**config.mk**
```make
export PLATFORM = sky130hd
export DESIGN_NAME = mem_arbiter
export DESIGN_NICKNAME = d
export VERILOG_FILES = /design/src/rtl/mem_pkg.sv /design/src/rtl/mem_arb_picker.sv /design/src/rtl/mem_arbiter.sv
export SDC_FILE = /design/constraint.sdc
export NUM_CORES = 1
export LEC_CHECK = 0
export BUFFER_PORTS_ARGS = -buffer_cell sky130_fd_sc_hd__buf_4
export CORE_AREA = 2 2 344 346
export CTS_CLUSTER_DIAMETER = 150
export DETAILED_ROUTE_END_ITERATION = 16
export DIE_AREA = 0 0 346 348
export PLACE_DENSITY = 0.33
export SLEW_MARGIN = 20
export SYNTH_ARGS = -nofsm -noshare
export SYNTH_HDL_FRONTEND = slang
export SYNTH_SLANG_ARGS = --single-unit
```
**constraint.sdc**
```tcl
create_clock -name clk -period 5 [get_ports clk]
set_input_delay 1 -clock clk [delete_from_list [all_inputs] [get_ports clk]]
set_output_delay 1 -clock clk [all_outputs]
set_load 0.1 [all_outputs]
```
**src/rtl/mem_pkg.sv**
```systemverilog
// Shared memory-interface types for the cache/memory subsystem.
// MInput/MOutput are sized by BLOCK_SIZE/ADDR_WIDTH below and must match main memory.
// Also holds the arbiter state and requester-ID types used by mem_arbiter.
package mem_pkg;

  localparam int BLOCK_SIZE = 128;
  localparam int ADDR_WIDTH = 32;

  // Request from a cache (or the arbiter) towards memory.
  typedef struct packed {
    logic                  Valid;
    logic                  Wen;
    logic [ADDR_WIDTH-1:0] Addr;
    logic [BLOCK_SIZE-1:0] WriteD;
  } MInput;

  // Response from memory (or the arbiter) towards a cache.
  typedef struct packed {
    logic                  Ready;
    logic [BLOCK_SIZE-1:0] ReadD;
  } MOutput;

  // Arbiter transaction phases.
  typedef enum logic [1:0] {
    IDLE  = 2'd0,
    ISSUE = 2'd1,
    WAIT  = 2'd2,
    DONE  = 2'd3
  } arb_state_t;

  // One-hot requester ID.
  typedef logic [1:0] arb_id_t;
  localparam arb_id_t ARB_NONE   = 2'b00;
  localparam arb_id_t ARB_ICACHE = 2'b01;
  localparam arb_id_t ARB_DCACHE = 2'b10;

  // The requester that is not 'id' (used to hand priority to the other side).
  function automatic arb_id_t arb_other(input arb_id_t id);
    return (id == ARB_DCACHE) ? ARB_ICACHE : ARB_DCACHE;
  endfunction

endpackage

```
**src/rtl/mem_arb_picker.sv**
```systemverilog
// Combinational winner select for mem_arbiter.
// Optional macro MEM_ARB_RR_EN: when defined, a tie is broken by the round-robin
// pointer; otherwise the DCache always wins a tie.
module mem_arb_picker
  import mem_pkg::*;
(
  input  logic    icache_valid_i,
  input  logic    dcache_valid_i,
`ifdef MEM_ARB_RR_EN
  input  arb_id_t rr_ptr_i,
`endif
  output arb_id_t winner_o
);

  // Pick one requester; a lone requester always wins regardless of build.
  always_comb begin
    winner_o = ARB_NONE;
    if (icache_valid_i && dcache_valid_i) begin
`ifdef MEM_ARB_RR_EN
      winner_o = (rr_ptr_i == ARB_DCACHE) ? ARB_DCACHE : ARB_ICACHE;
`else
      winner_o = ARB_DCACHE;
`endif
    end else if (dcache_valid_i) begin
      winner_o = ARB_DCACHE;
    end else if (icache_valid_i) begin
      winner_o = ARB_ICACHE;
    end
  end

endmodule

```
**src/rtl/mem_arbiter.sv**
```systemverilog
// Two-port arbiter sharing single-ported main memory between ICache and DCache.
// One memory transaction outstanding at a time: IDLE -> ISSUE -> WAIT -> DONE.
// Optional macro MEM_ARB_RR_EN: round-robin tie-break instead of fixed DCache priority.
//
// Handshake: a requester raises Valid with stable fields and holds them until it
// sees its Resp.Ready high for one cycle, then drops Valid. Towards memory, Valid
// is a single-cycle pulse (ISSUE); memory answers with a registered Ready which is
// only honoured in WAIT. Requests are sampled only in IDLE.
module mem_arbiter
  import mem_pkg::*;
(
  input  logic    clk,
  input  logic    rst_n,
  input  MInput   ICacheReq_i,
  output MOutput  ICacheResp_o,
  input  MInput   DCacheReq_i,
  output MOutput  DCacheResp_o,
  output MInput   MemReq_o,
  input  MOutput  MemResp_i,
  output arb_id_t Grant_o
);

  arb_state_t            state_q, state_d;
  arb_id_t               id_q, id_d;
  logic                  wen_q, wen_d;
  logic [ADDR_WIDTH-1:0] addr_q, addr_d;
  logic [BLOCK_SIZE-1:0] wdata_q, wdata_d;
  logic [BLOCK_SIZE-1:0] rdata_q, rdata_d;
  arb_id_t               pick;

  // ICache traffic is always forced to a read, so its Wen is intentionally unused.
  logic unused_icache_wen;
  assign unused_icache_wen = ICacheReq_i.Wen;

`ifdef MEM_ARB_RR_EN
  arb_id_t rr_q, rr_d;

  mem_arb_picker u_picker (
    .icache_valid_i (ICacheReq_i.Valid),
    .dcache_valid_i (DCacheReq_i.Valid),
    .rr_ptr_i       (rr_q),
    .winner_o       (pick)
  );

  // Round-robin pointer: holds the requester that wins the next tie.
  always_ff @(posedge clk or negedge rst_n) begin
    if (!rst_n) rr_q <= ARB_ICACHE;
    else        rr_q <= rr_d;
  end
`else
  mem_arb_picker u_picker (
    .icache_valid_i (ICacheReq_i.Valid),
    .dcache_valid_i (DCacheReq_i.Valid),
    .winner_o       (pick)
  );
`endif

  // State and latched-transaction registers.
  always_ff @(posedge clk or negedge rst_n) begin
    if (!rst_n) begin
      state_q <= IDLE;
      id_q    <= ARB_NONE;
      wen_q   <= 1'b0;
      addr_q  <= '0;
      wdata_q <= '0;
      rdata_q <= '0;
    end else begin
      state_q <= state_d;
      id_q    <= id_d;
      wen_q   <= wen_d;
      addr_q  <= addr_d;
      wdata_q <= wdata_d;
      rdata_q <= rdata_d;
    end
  end

  // Next-state logic: arbitrate in IDLE, pulse in ISSUE, wait for memory, respond in DONE.
  always_comb begin
    state_d = state_q;
    id_d    = id_q;
    wen_d   = wen_q;
    addr_d  = addr_q;
    wdata_d = wdata_q;
    rdata_d = rdata_q;
`ifdef MEM_ARB_RR_EN
    rr_d    = rr_q;
`endif
    unique case (state_q)
      IDLE: begin
        if (pick != ARB_NONE) begin
          id_d    = pick;
          state_d = ISSUE;
          if (pick == ARB_DCACHE) begin
            wen_d   = DCacheReq_i.Wen;
            addr_d  = DCacheReq_i.Addr;
            wdata_d = DCacheReq_i.WriteD;
          end else begin
            wen_d   = 1'b0;
            addr_d  = ICacheReq_i.Addr;
            wdata_d = ICacheReq_i.WriteD;
          end
`ifdef MEM_ARB_RR_EN
          rr_d = arb_other(pick);
`endif
        end
      end
      ISSUE: state_d = WAIT;
      WAIT: begin
        if (MemResp_i.Ready) begin
          rdata_d = MemResp_i.ReadD;
          state_d = DONE;
        end
      end
      DONE: state_d = IDLE;
      default: state_d = IDLE;
    endcase
  end

  // Output decode: everything derives from registered state only.
  always_comb begin
    MemReq_o     = '0;
    ICacheResp_o = '0;
    DCacheResp_o = '0;
    Grant_o      = (state_q == IDLE) ? ARB_NONE : id_q;
    if (state_q == ISSUE) begin
      MemReq_o.Valid  = 1'b1;
      MemReq_o.Wen    = wen_q;
      MemReq_o.Addr   = addr_q;
      MemReq_o.WriteD = wdata_q;
    end
    if (state_q == DONE) begin
      if (id_q == ARB_ICACHE) begin
        ICacheResp_o.Ready = 1'b1;
        ICacheResp_o.ReadD = rdata_q;
      end
      if (id_q == ARB_DCACHE) begin
        DCacheResp_o.Ready = 1'b1;
        DCacheResp_o.ReadD = rdata_q;
      end
    end
  end

endmodule

```
==> flow_summary.yaml, run 1 <==
outcome:
  status: "finished, final reports clean"
sta:
  max_freq_mhz: 263
  final.setup.tns_ns: 0
  slew_headroom: 0.387
  fin_skew_ns: 0.0210
  fin_crit_ns: 3.80
  setup_viol: 0
  hold_viol: 0
  finalCritPeriodShare: 0.759
  rsz0062_at_grt: "false"
  drv_slew: 0
  tightest_slew_ns: 0.919
critical_path:
  cp.required_ns: 4.00
  critPathArrivalTime_ns: 2.80
  cp-start-kind: "register"
  critPathBufInv: 3
  ff2ff_path_depth: 6
  critPathTopFamily: "buffers and inverters"
  crit_start: "state_q[1]"
  crit_slowest_cell: "ha_4"
  end_kind: "output pin"
  cp_num_cells: 5
  r2r_start: "state_q[0]"
  critPathMostFrequentCell: "buf_4"
  r2r_slack_ns: 2.47
  worstPathCellList: "inv_1 > ha_4 > buf_4 > and2_1 > buf_4"
  critPathMaxStageDelay_ns: 0.69
  path_max_fanout: 68
  crit_end: "MemReq_o[85]"
  path_class: "reg -> out"
  reg2reg_to: "wen_q"
clock_network:
  clk_pin_slew_ns: 0.06
  htreeDepth: 2
  post_cts_buffers: 0
  cts_tree: "done"
  cts_buffers: 40
  cts_resized: 0
  clkLatencyLatePin_ns: 0.59
  root_buffer: "clkbuf_16"
  clock_path_buffers: 3
  clock-sinks: 293
  cts_hold_buf: 0
global_route:
  grt_max_degree: 130
  grt_overflow_total: 0
  grt_antenna_before_repair: 5
  first_global_vias: 14500
  grt_pass1_wl_um: 99400
  grt_use_total: 0.112
synthesis:
  synth_nets: 1916
  synth_cell_types: 23
  seq_area_frac_synth: 0.483
  ys_ff_latch: 293
  syn-cell-area_sq_um: 15200
  synth.avg_cell_area_sq_um: 10.4
  syn_inst: 1456
  synth_warnings: 0
placement:
  gp_congestion: 0.787
  port_buffers: 875
  dpl.hpwl_um: 55400
  dp_cells: 3787
floorplanning:
  core_sq_um: 117000
  die_h_um: 348
  die_area_sq_um: 120000
  die_w_um: 346
  io_pins: 877
  start_util: 0.130
  rows: 126
routing:
  drt_wl_total_um: 69800
  drtPass1Iterations: 4
  route.detailed.drc: 0
  drt_iter0_drc: 437
  vias: 13500
  wl_per_cell_um: 18.1
  drtAntennaViolNets: 0
  drt-vias-per-instance: 3.49
flow_run:
  drv_cap: 0
power_and_ir_drop:
  ir_drop_mv: 0.212
  p_leak_nw: 12.3
  powerDensity_nw_per_um2: 680
cells_and_area:
  nets: 2753
  fin_cells: 3856
  drive_above_1_share: 0.476
  area_growth_pct: 62.9
min_path:
  hold_class: "reg -> reg"
  holdPathStages: 2
==> logic make-up (layout without fill, tap and decap cells) <==
group	count (synthesis)	after routing	share of synthesized area
AOI/OAI and AO/OA	167	167	0.0562
adders and majority gates	5	5	0.00412
buffers and inverters	117	978	0.0402
DFF	293	293	0.483
muxes	289	289	0.201
other	0	3	0
and+or+nand+nor	585	585	0.215
==> Yosys cell counts, drive strengths merged <==
| library cell | number | area [sq um] |
|---|---|---|
| a21oi | 3 | 15.0 |
| mux2 | 129 | 1450 |
| nor2b | 2 | 12.5 |
| dfrtp | 293 | 7330 |
| ha | 5 | 62.6 |
| buf | 56 | 368 |
| and3b | 1 | 8.76 |
| clkbuf | 58 | 231 |
| a22o | 1 | 8.76 |
| nand2 | 163 | 612 |
| mux2i | 160 | 1600 |
| nor2 | 1 | 3.75 |
| a32o | 1 | 10.0 |
| nor3b | 1 | 12.5 |
| inv | 3 | 11.3 |
| o32a | 1 | 10.0 |
| o21ai | 161 | 810 |
| and2 | 417 | 2610 |
==> placed cells by master, fill, tap and decap left out, drive strengths merged, types with 2 or more instances in the layout <==
cell / Yosys / routed
mux2: 129 / 129
a21oi: 3 / 3
o21ai: 161 / 161
buf: 56 / 909
and2: 417 / 417
inv: 3 / 5
nand2: 163 / 163
ha: 5 / 5
diode: 0 / 3
dfrtp: 293 / 293
nor2b: 2 / 2
clkinv: 0 / 8
clkbuf: 58 / 55
mux2i: 160 / 160
==> area by class of cell <==
class | instances | area (sq um)
diodes | 3 | 7.51
clock buffers | 55 | 1160
clock inverters | 11 | 68.8
fillers | 12900 | 92300
inverters | 3 | 11.3
multi-input cells | 1046 | 7270
flip-flops and latches | 293 | 7330
well taps | 1536 | 1920
repair buffers | 909 | 6940
==> worst register-to-register path: cells and delay by family, from the launching register on <==
kind | cells | cell delay [ns]
AO/OA/AOI/OAI | 2 | 0.54
buffers and inverters | 3 | 0.84
adder cells (fa/ha/maj) | 1 | 0.58
flip-flops | 1 | 0.44
==> worst min path at each step <==
stage            startpoint            to  slack [ns]
6_report        wdata_q[21]   wdata_q[21]        0.47
5_1_grt          addr_q[16]    addr_q[16]        0.49
4_1_cts               rst_n   wdata_q[20]        0.47
3_5_place_dp    wdata_q[23]   wdata_q[23]        0.47
3_3_place_gp   wdata_q[120]  wdata_q[120]        0.46
2_1_floorplan     addr_q[0]     addr_q[0]        0.44
==> stage by stage <==
stage	util	total power, W	setup slack, ns	cell area [sq um]	hold WS (ns)
global route	0.211	0.0178	0.955	24700	0.493
CTS	0.211	0.0172	0.998	24700	0.467
floorplan	-	0.0115	1.18	15200	0.442
finish	0.211	0.0168	1.20	24700	0.471
detailed placement	0.201	0.0143	1.66	23500	0.465
global placement	0.201	0.0142	1.75	23500	0.456
==> power breakdown <==
| group | switching [W] | internal, W | total (W) |
|---|---|---|---|
| registers | 0.000773 | 0.00357 | 0.00434 |
| logic | 0.00722 | 0.00250 | 0.00972 |
| clock network | 0.00115 | 0.00161 | 0.00275 |
==> metal layers <==
metal / part of all wire / global-route usage / up-vias
met5: 0.00019 / 0 / -
met4: 0.020 / 0.0308 / 2
li1: - / - / 6483
met3: 0.085 / 0.0401 / 72
met2: 0.51 / 0.201 / 541
met1: 0.39 / 0.124 / 6356
==> state kept, by name, indices dropped and copies added, names as in the netlist <==
register / cells
addr_q: 32
id_q: 2
rdata_q: 128
state_q: 2
wdata_q: 128
wen_q: 1
Note: power is estimated with default switching activity, not from simulation.
==> run 2, diff against run 1 <==
CORE_AREA = 2 2 345 347   (was 2 2 344 346)
DIE_AREA = 0 0 347 349   (was 0 0 346 348)
PLACE_DENSITY = 0.34   (was 0.33)
clock period = 3.08 ns   (was 5 ns; I/O delays follow)
==> run 2 against run 1 <==
Against the previous run: die area rose by 0.58%; final cell count is 0.41% higher; setup slack worse by 1.0 ns; flip-flop and latch count is the same; non-clock buffer count is 8 higher; clock power up 80%; register-to-register slack worse by 1.5 ns; power increased by 66%; critical path depth stayed put; combinational power increased by 64%; critical endpoint is now DCacheResp_o[83]; highest routed layer is now met4.
==> flow_summary.yaml, run 2 (same netlist as run 1, synthesis figures left out) <==
outcome:
  status: "finished, final reports clean"
flow_run:
  drv_cap: 0
critical_path:
  cp.required_ns: 2.46
  critPathBufInv: 2
  cp-start-kind: "register"
  critPathArrivalTime_ns: 2.27
  end_kind: "output pin"
  path_class: "reg -> out"
  path_max_fanout: 68
  worstPathCellList: "ha_1 > and3b_4 > buf_12 > and2_1 > buf_4"
  critPathMaxStageDelay_ns: 0.43
  crit_slowest_cell: "dfrtp_1"
  critPathTopFamily: "buffers and inverters"
sta:
  hold_viol: 0
  fin_skew_ns: 0.0271
  rsz0062_at_grt: "false"
  drv_slew: 0
  max_freq_mhz: 346
  fin_crit_ns: 2.89
  finalCritPeriodShare: 0.938
  hold_slack_ns: 0.273
  tightest_slew_ns: 0.700
  slew_headroom: 0.534
  setup_viol: 0
routing:
  route.detailed.drc: 0
  drt-vias-per-instance: 3.49
  drt_wl_total_um: 67700
  vias: 13500
  wl_per_cell_um: 17.5
  drt_iter0_drc: 425
  drtAntennaViolNets: 0
  drtPass1Iterations: 4
global_route:
  grt_use_total: 0.106
  grt_busiest_layer: "met2"
  grt_max_degree: 95
  grtUsageMet2: 0.195
  grt_antenna_before_repair: 8
  use_met1: 0.118
  met3_usage: 0.0277
  grt_pass1_wl_um: 95700
  first_global_vias: 14400
  grt_overflow_total: 0
floorplanning:
  die_h_um: 349
  core_sq_um: 117000
  io_pins: 877
  die_area_sq_um: 121000
  die_w_um: 347
  rows: 126
  start_util: 0.129
clock_network:
  htreeDepth: 2
  cts_buffers: 40
  root_buffer: "clkbuf_16"
  clock_path_buffers: 3
  clkLatencyLatePin_ns: 0.58
  clk_pin_slew_ns: 0.06
  cts_tree: "done"
  clock-sinks: 293
placement:
  gp_congestion: 0.774
  dpl.hpwl_um: 54100
  port_buffers: 875
power_and_ir_drop:
  powerDensity_nw_per_um2: 1100
  p_leak_nw: 12.6
  ir_drop_mv: 0.303
cells_and_area:
  nFillCells: 12900
  drive_above_1_share: 0.550
  nets: 2761
  area_growth_pct: 67.0
  utilization: 0.216
  top_regs: "rdata_q x128, wdata_q x128, addr_q x32"
  final_common_cell: "buf_4"
  final_cell_mix: "885 x buf_4, 293 x dfrtp_1, 256 x and2_1"
min_path:
  hold_class: "in -> reg"
## run 2: cell types whose count changed in the layout (fill, tap and decap cells not counted), moves of 5 or more
cell and delta:
buf_6 +8, clkinv_2 +6, buf_4 -13, and2_2 +161, bufinv_16 +5, buf_12 +11
and2_1 -161
## run 2: path summary, 6_finish.rpt
path                                     from               end  slack [ns]  cells after the start
worst max register to register     state_q[1]        state_q[1]        0.94                      5
worst min register to register    wdata_q[19]       wdata_q[19]        0.47                      2
min in group asynchronous               rst_n       rdata_q[79]        0.59                      2
max in group asynchronous               rst_n       wdata_q[48]        1.59                      3
worst min-delay path            MemResp_i[47]       rdata_q[47]        0.27                      2
worst max-delay path               state_q[0]  DCacheResp_o[83]        0.19                      5
## run 2: power by group
part / total [W] / switching (W) / internal, W
sequential: 0.00714 / 0.00135 / 0.00579
clock: 0.00495 / 0.00190 / 0.00305
combinational: 0.0159 / 0.0116 / 0.00426
## run 2: final cells by class
type	count	area (sq um)	area share
clock buffer	51	1140	0.0451
inverter	3	11.3	0.000445
sequential	293	7330	0.289
antenna	3	7.51	0.000296
multi-input combinational	1046	7470	0.295
clock inverter	23	255	0.0101
tap	1536	1920	0.0759
timing repair buffer	917	7190	0.284
## run 2: per-layer routing
layer	vias up	part of all wire
met5	-	0
met4	0	0.027
met3	82	0.065
met2	523	0.52
met1	6387	0.39
li1	6510	-
## run 2: worst register-to-register path: cells and delay by family (launching register included)
family                     cells  cell delay [ns]
DFF                            1             0.41
and+or+nand+nor                1             0.50
buffers and inverters          1             0.15
muxes                          1             0.30
AOI/OAI and AO/OA              1             0.13
adders and majority gates      1             0.53
## run 2: stage by stage
| stage | std cells | TNS [ns] | total power, W | setup WS (ns) | area (sq um) |
|---|---|---|---|---|---|
| finish | 3872 | 0 | 0.0279 | 0.192 | 25300 |
| global route | 3871 | 0 | 0.0296 | 0.000541 | 25300 |
| CTS | 3867 | 0 | 0.0285 | 0.00927 | 25200 |
| detailed placement | 3791 | 0 | 0.0233 | 0.622 | 23800 |
| global placement | 3791 | 0 | 0.0232 | 0.641 | 23800 |
| floorplan | 1456 | -7.02 | 0.0189 | -0.0780 | 15400 |
## run 2: timing repair
| action | in CTS | in global routing |
|---|---|---|
| gates cloned | 0 | 1 |
| gates resized for setup | 1 | 8 |
| endpoints found under the setup margin | 110 | 101 |
| hold buffers | 1 | 0 |
| pin swaps | 1 | 1 |
| endpoints found under the hold margin | 10 | 0 |
| buffers inserted | 1 | 1 |
==> run 3, diff against run 2 <==
CORE_AREA = 2 2 339 341   (was 2 2 345 347)
DIE_AREA = 0 0 341 343   (was 0 0 347 349)
PLACE_DENSITY = 0.35   (was 0.34)
SYNTH_HIERARCHICAL = 1   (was not set)
==> run 3 against run 2 <==
Against the previous run: critical path depth stayed put; routed wire length grew 24%; first-iteration DRC count is 60% higher; clock skew fell by 0.0051 ns; non-clock buffer count is 1 higher; via count rose by 15%; die area shrank 3.4%; synthesized area rose by 4.8%; combinational power is 33% higher.
==> flow_summary.yaml, run 3 <==
cells_and_area:
  utilization: 0.231
  final_cell_mix: "813 x buf_4, 292 x dfrtp_1, 256 x and2_1"
  top_regs: "rdata_q x128, wdata_q x128, addr_q x32"
  multiInputGateArea_sq_um: 8100
  nets: 2771
  ff_latch_area_sq_um: 7330
  drive_above_1_share: 0.548
  nFillCells: 12400
  area_growth_pct: 65.2
  fin_cells: 3857
  final_common_cell: "buf_4"
critical_path:
  crit_slowest_cell: "dfrtp_2"
  r2r_start: "state_q[0]"
  reg2reg_to: "wdata_q[91]"
  cp-start-kind: "register"
  ff2ff_path_depth: 6
  crit_start: "state_q[0]"
  critPathTopFamily: "buffers and inverters"
  critPathMaxStageDelay_ns: 0.43
  r2r_slack_ns: 0.94
  worstPathCellList: "ha_2 > and3_4 > buf_16 > and2_1 > buf_4"
  path_max_fanout: 65
  path_class: "reg -> out"
  critPathArrivalTime_ns: 2.31
  cp.required_ns: 2.46
  critPathBufInv: 2
  end_kind: "output pin"
synthesis:
  synth_most_common_cell: "and2_1"
  synth_nets: 1959
  yosys_most_used_dff: "dfrtp_1"
  syn_inst: 1499
  synth_top_cell_area_share: 0.461
  synth_cell_types: 25
  synth-async-reset-ratio: 1.00
  seq_area_frac_synth: 0.461
  ys_ff_latch: 293
  synth.avg_cell_area_sq_um: 10.6
  synth_warnings: 6
  syn-cell-area_sq_um: 15900
  synth.largest_area_cell: "dfrtp_1"
  synth_edf_count: 0
  synth_commonest_cells: "418 x and2_1, 293 x dfrtp_1, 163 x nand2_1"
  synth.area.top_cells: "dfrtp_1 46%, and2_1 16%, a221o_1 10%, mux2_2 9.1%, o2bb2ai_1 8.7%"
global_route:
  grt_use_total: 0.136
  grt_max_degree: 95
  grt_overflow_total: 0
  first_global_vias: 16400
  grt_antenna_before_repair: 22
  grt_pass1_wl_um: 118000
routing:
  drt-vias-per-instance: 4.01
  wl_per_cell_um: 21.8
  route.detailed.drc: 0
  drt_iter0_drc: 681
  drtAntennaViolNets: 0
  drt_wl_total_um: 84100
  drtPass1Iterations: 5
  vias: 15500
sta:
  rsz0062_at_grt: "false"
  fin_crit_ns: 2.92
  hold_viol: 0
  tightest_slew_ns: 0.898
  finalCritPeriodShare: 0.949
  final.setup.tns_ns: 0
  drv_slew: 0
  hold_slack_ns: 0.0386
  slew_headroom: 0.401
  setup_viol: 0
  max_freq_mhz: 342
  fin_skew_ns: 0.0220
min_path:
  hold_class: "in -> async"
clock_network:
  clk_pin_slew_ns: 0.05
  cts_buffers: 42
  clkLatencyLatePin_ns: 0.59
  clock-sinks: 293
  root_buffer: "clkbuf_16"
  htreeDepth: 2
  clock_path_buffers: 3
  cts_tree: "done"
placement:
  dp_cells: 3774
  gp_congestion: 0.821
  dpl.hpwl_um: 60600
  port_buffers: 875
power_and_ir_drop:
  power_w: 0.0337
  p_leak_nw: 11.9
  powerDensity_nw_per_um2: 1280
  ir_drop_mv: 0.653
floorplanning:
  rows: 124
  core_sq_um: 113000
  die_w_um: 341
  io_pins: 877
  die_h_um: 343
  start_util: 0.140
  die_area_sq_um: 117000
outcome:
  status: "finished, final reports clean"
flow_run:
  drv_cap: 0
## run 3: cell types whose count changed after synthesis, moves of 43 or more
cell / previous run / this run
mux2i_1: 160 / 0
o2bb2ai_1: 0 / 158
o21ai_1: 66 / 0
o21ai_0: 94 / 4
a221o_1: 0 / 158
clkbuf_1: 47 / 90
## run 3: logic make-up after synthesis
| family | after synthesis | share of synthesized area |
|---|---|---|
| AOI/OAI and AO/OA | 326 | 0.191 |
| muxes | 129 | 0.0914 |
| buffers and inverters | 155 | 0.0458 |
| DFF | 293 | 0.461 |
| adders and majority gates | 5 | 0.00394 |
| and+or+nand+nor | 591 | 0.207 |
## run 3: where the power goes
part / switching, W / leakage [nW] / internal, W
Sequential: 0.00182 / 3.36 / 0.00586
Combinational: 0.0148 / 7.88 / 0.00638
Clock: 0.00198 / 0.662 / 0.00287
## run 3: final cells by class
class                   instances  share of cell area
diodes                          6            0.000572
clock buffers                  59              0.0455
clock inverters                13             0.00553
inverters                       5            0.000906
multi-input cells            1051               0.308
flip-flops and latches        293               0.279
well taps                    1512              0.0721
repair buffers                918               0.288
## run 3: worst max-delay path by stage
stage,endpoint,slack [ns],cells after the start
2_1_floorplan,MemReq_o[100],-0.07,6
3_3_place_gp,DCacheResp_o[113],0.56,6
3_5_place_dp,DCacheResp_o[123],0.52,6
4_1_cts,DCacheResp_o[81],0.00005,7
5_1_grt,MemReq_o[6],0.02,6
6_report,ICacheResp_o[26],0.16,5
## run 3: what timing repair did
item                                    in CTS  in global routing
endpoints found under the hold margin        0                  0
pin swaps                                    0                  0
endpoints found under the setup margin     310                251
gates cloned                                 3                  0
hold buffers                                 0                  0
gates resized for setup                     53                 34
buffers inserted                             2                  0
## run 3: routing by layer
metal  up-vias  share of wire  global-route usage  routed length [um]
li1       7004              -                   -                   -
met1      7715           0.37               0.149               31500
met2       636           0.52               0.254               44100
met3       112          0.077              0.0404                6450
met4         4          0.024              0.0364                1990
met5         -        0.00039                   0                  33
## run 3: stage by stage
stage | instance area (sq um) | setup WS (ns)
2_1_floorplan | 16100 | -0.0713
3_3_place_gp | 24500 | 0.559
3_5_place_dp | 24500 | 0.524
4_1_cts | 26100 | 0.0000453
5_1_grt | 26200 | 0.0166
6_report | 26300 | 0.157
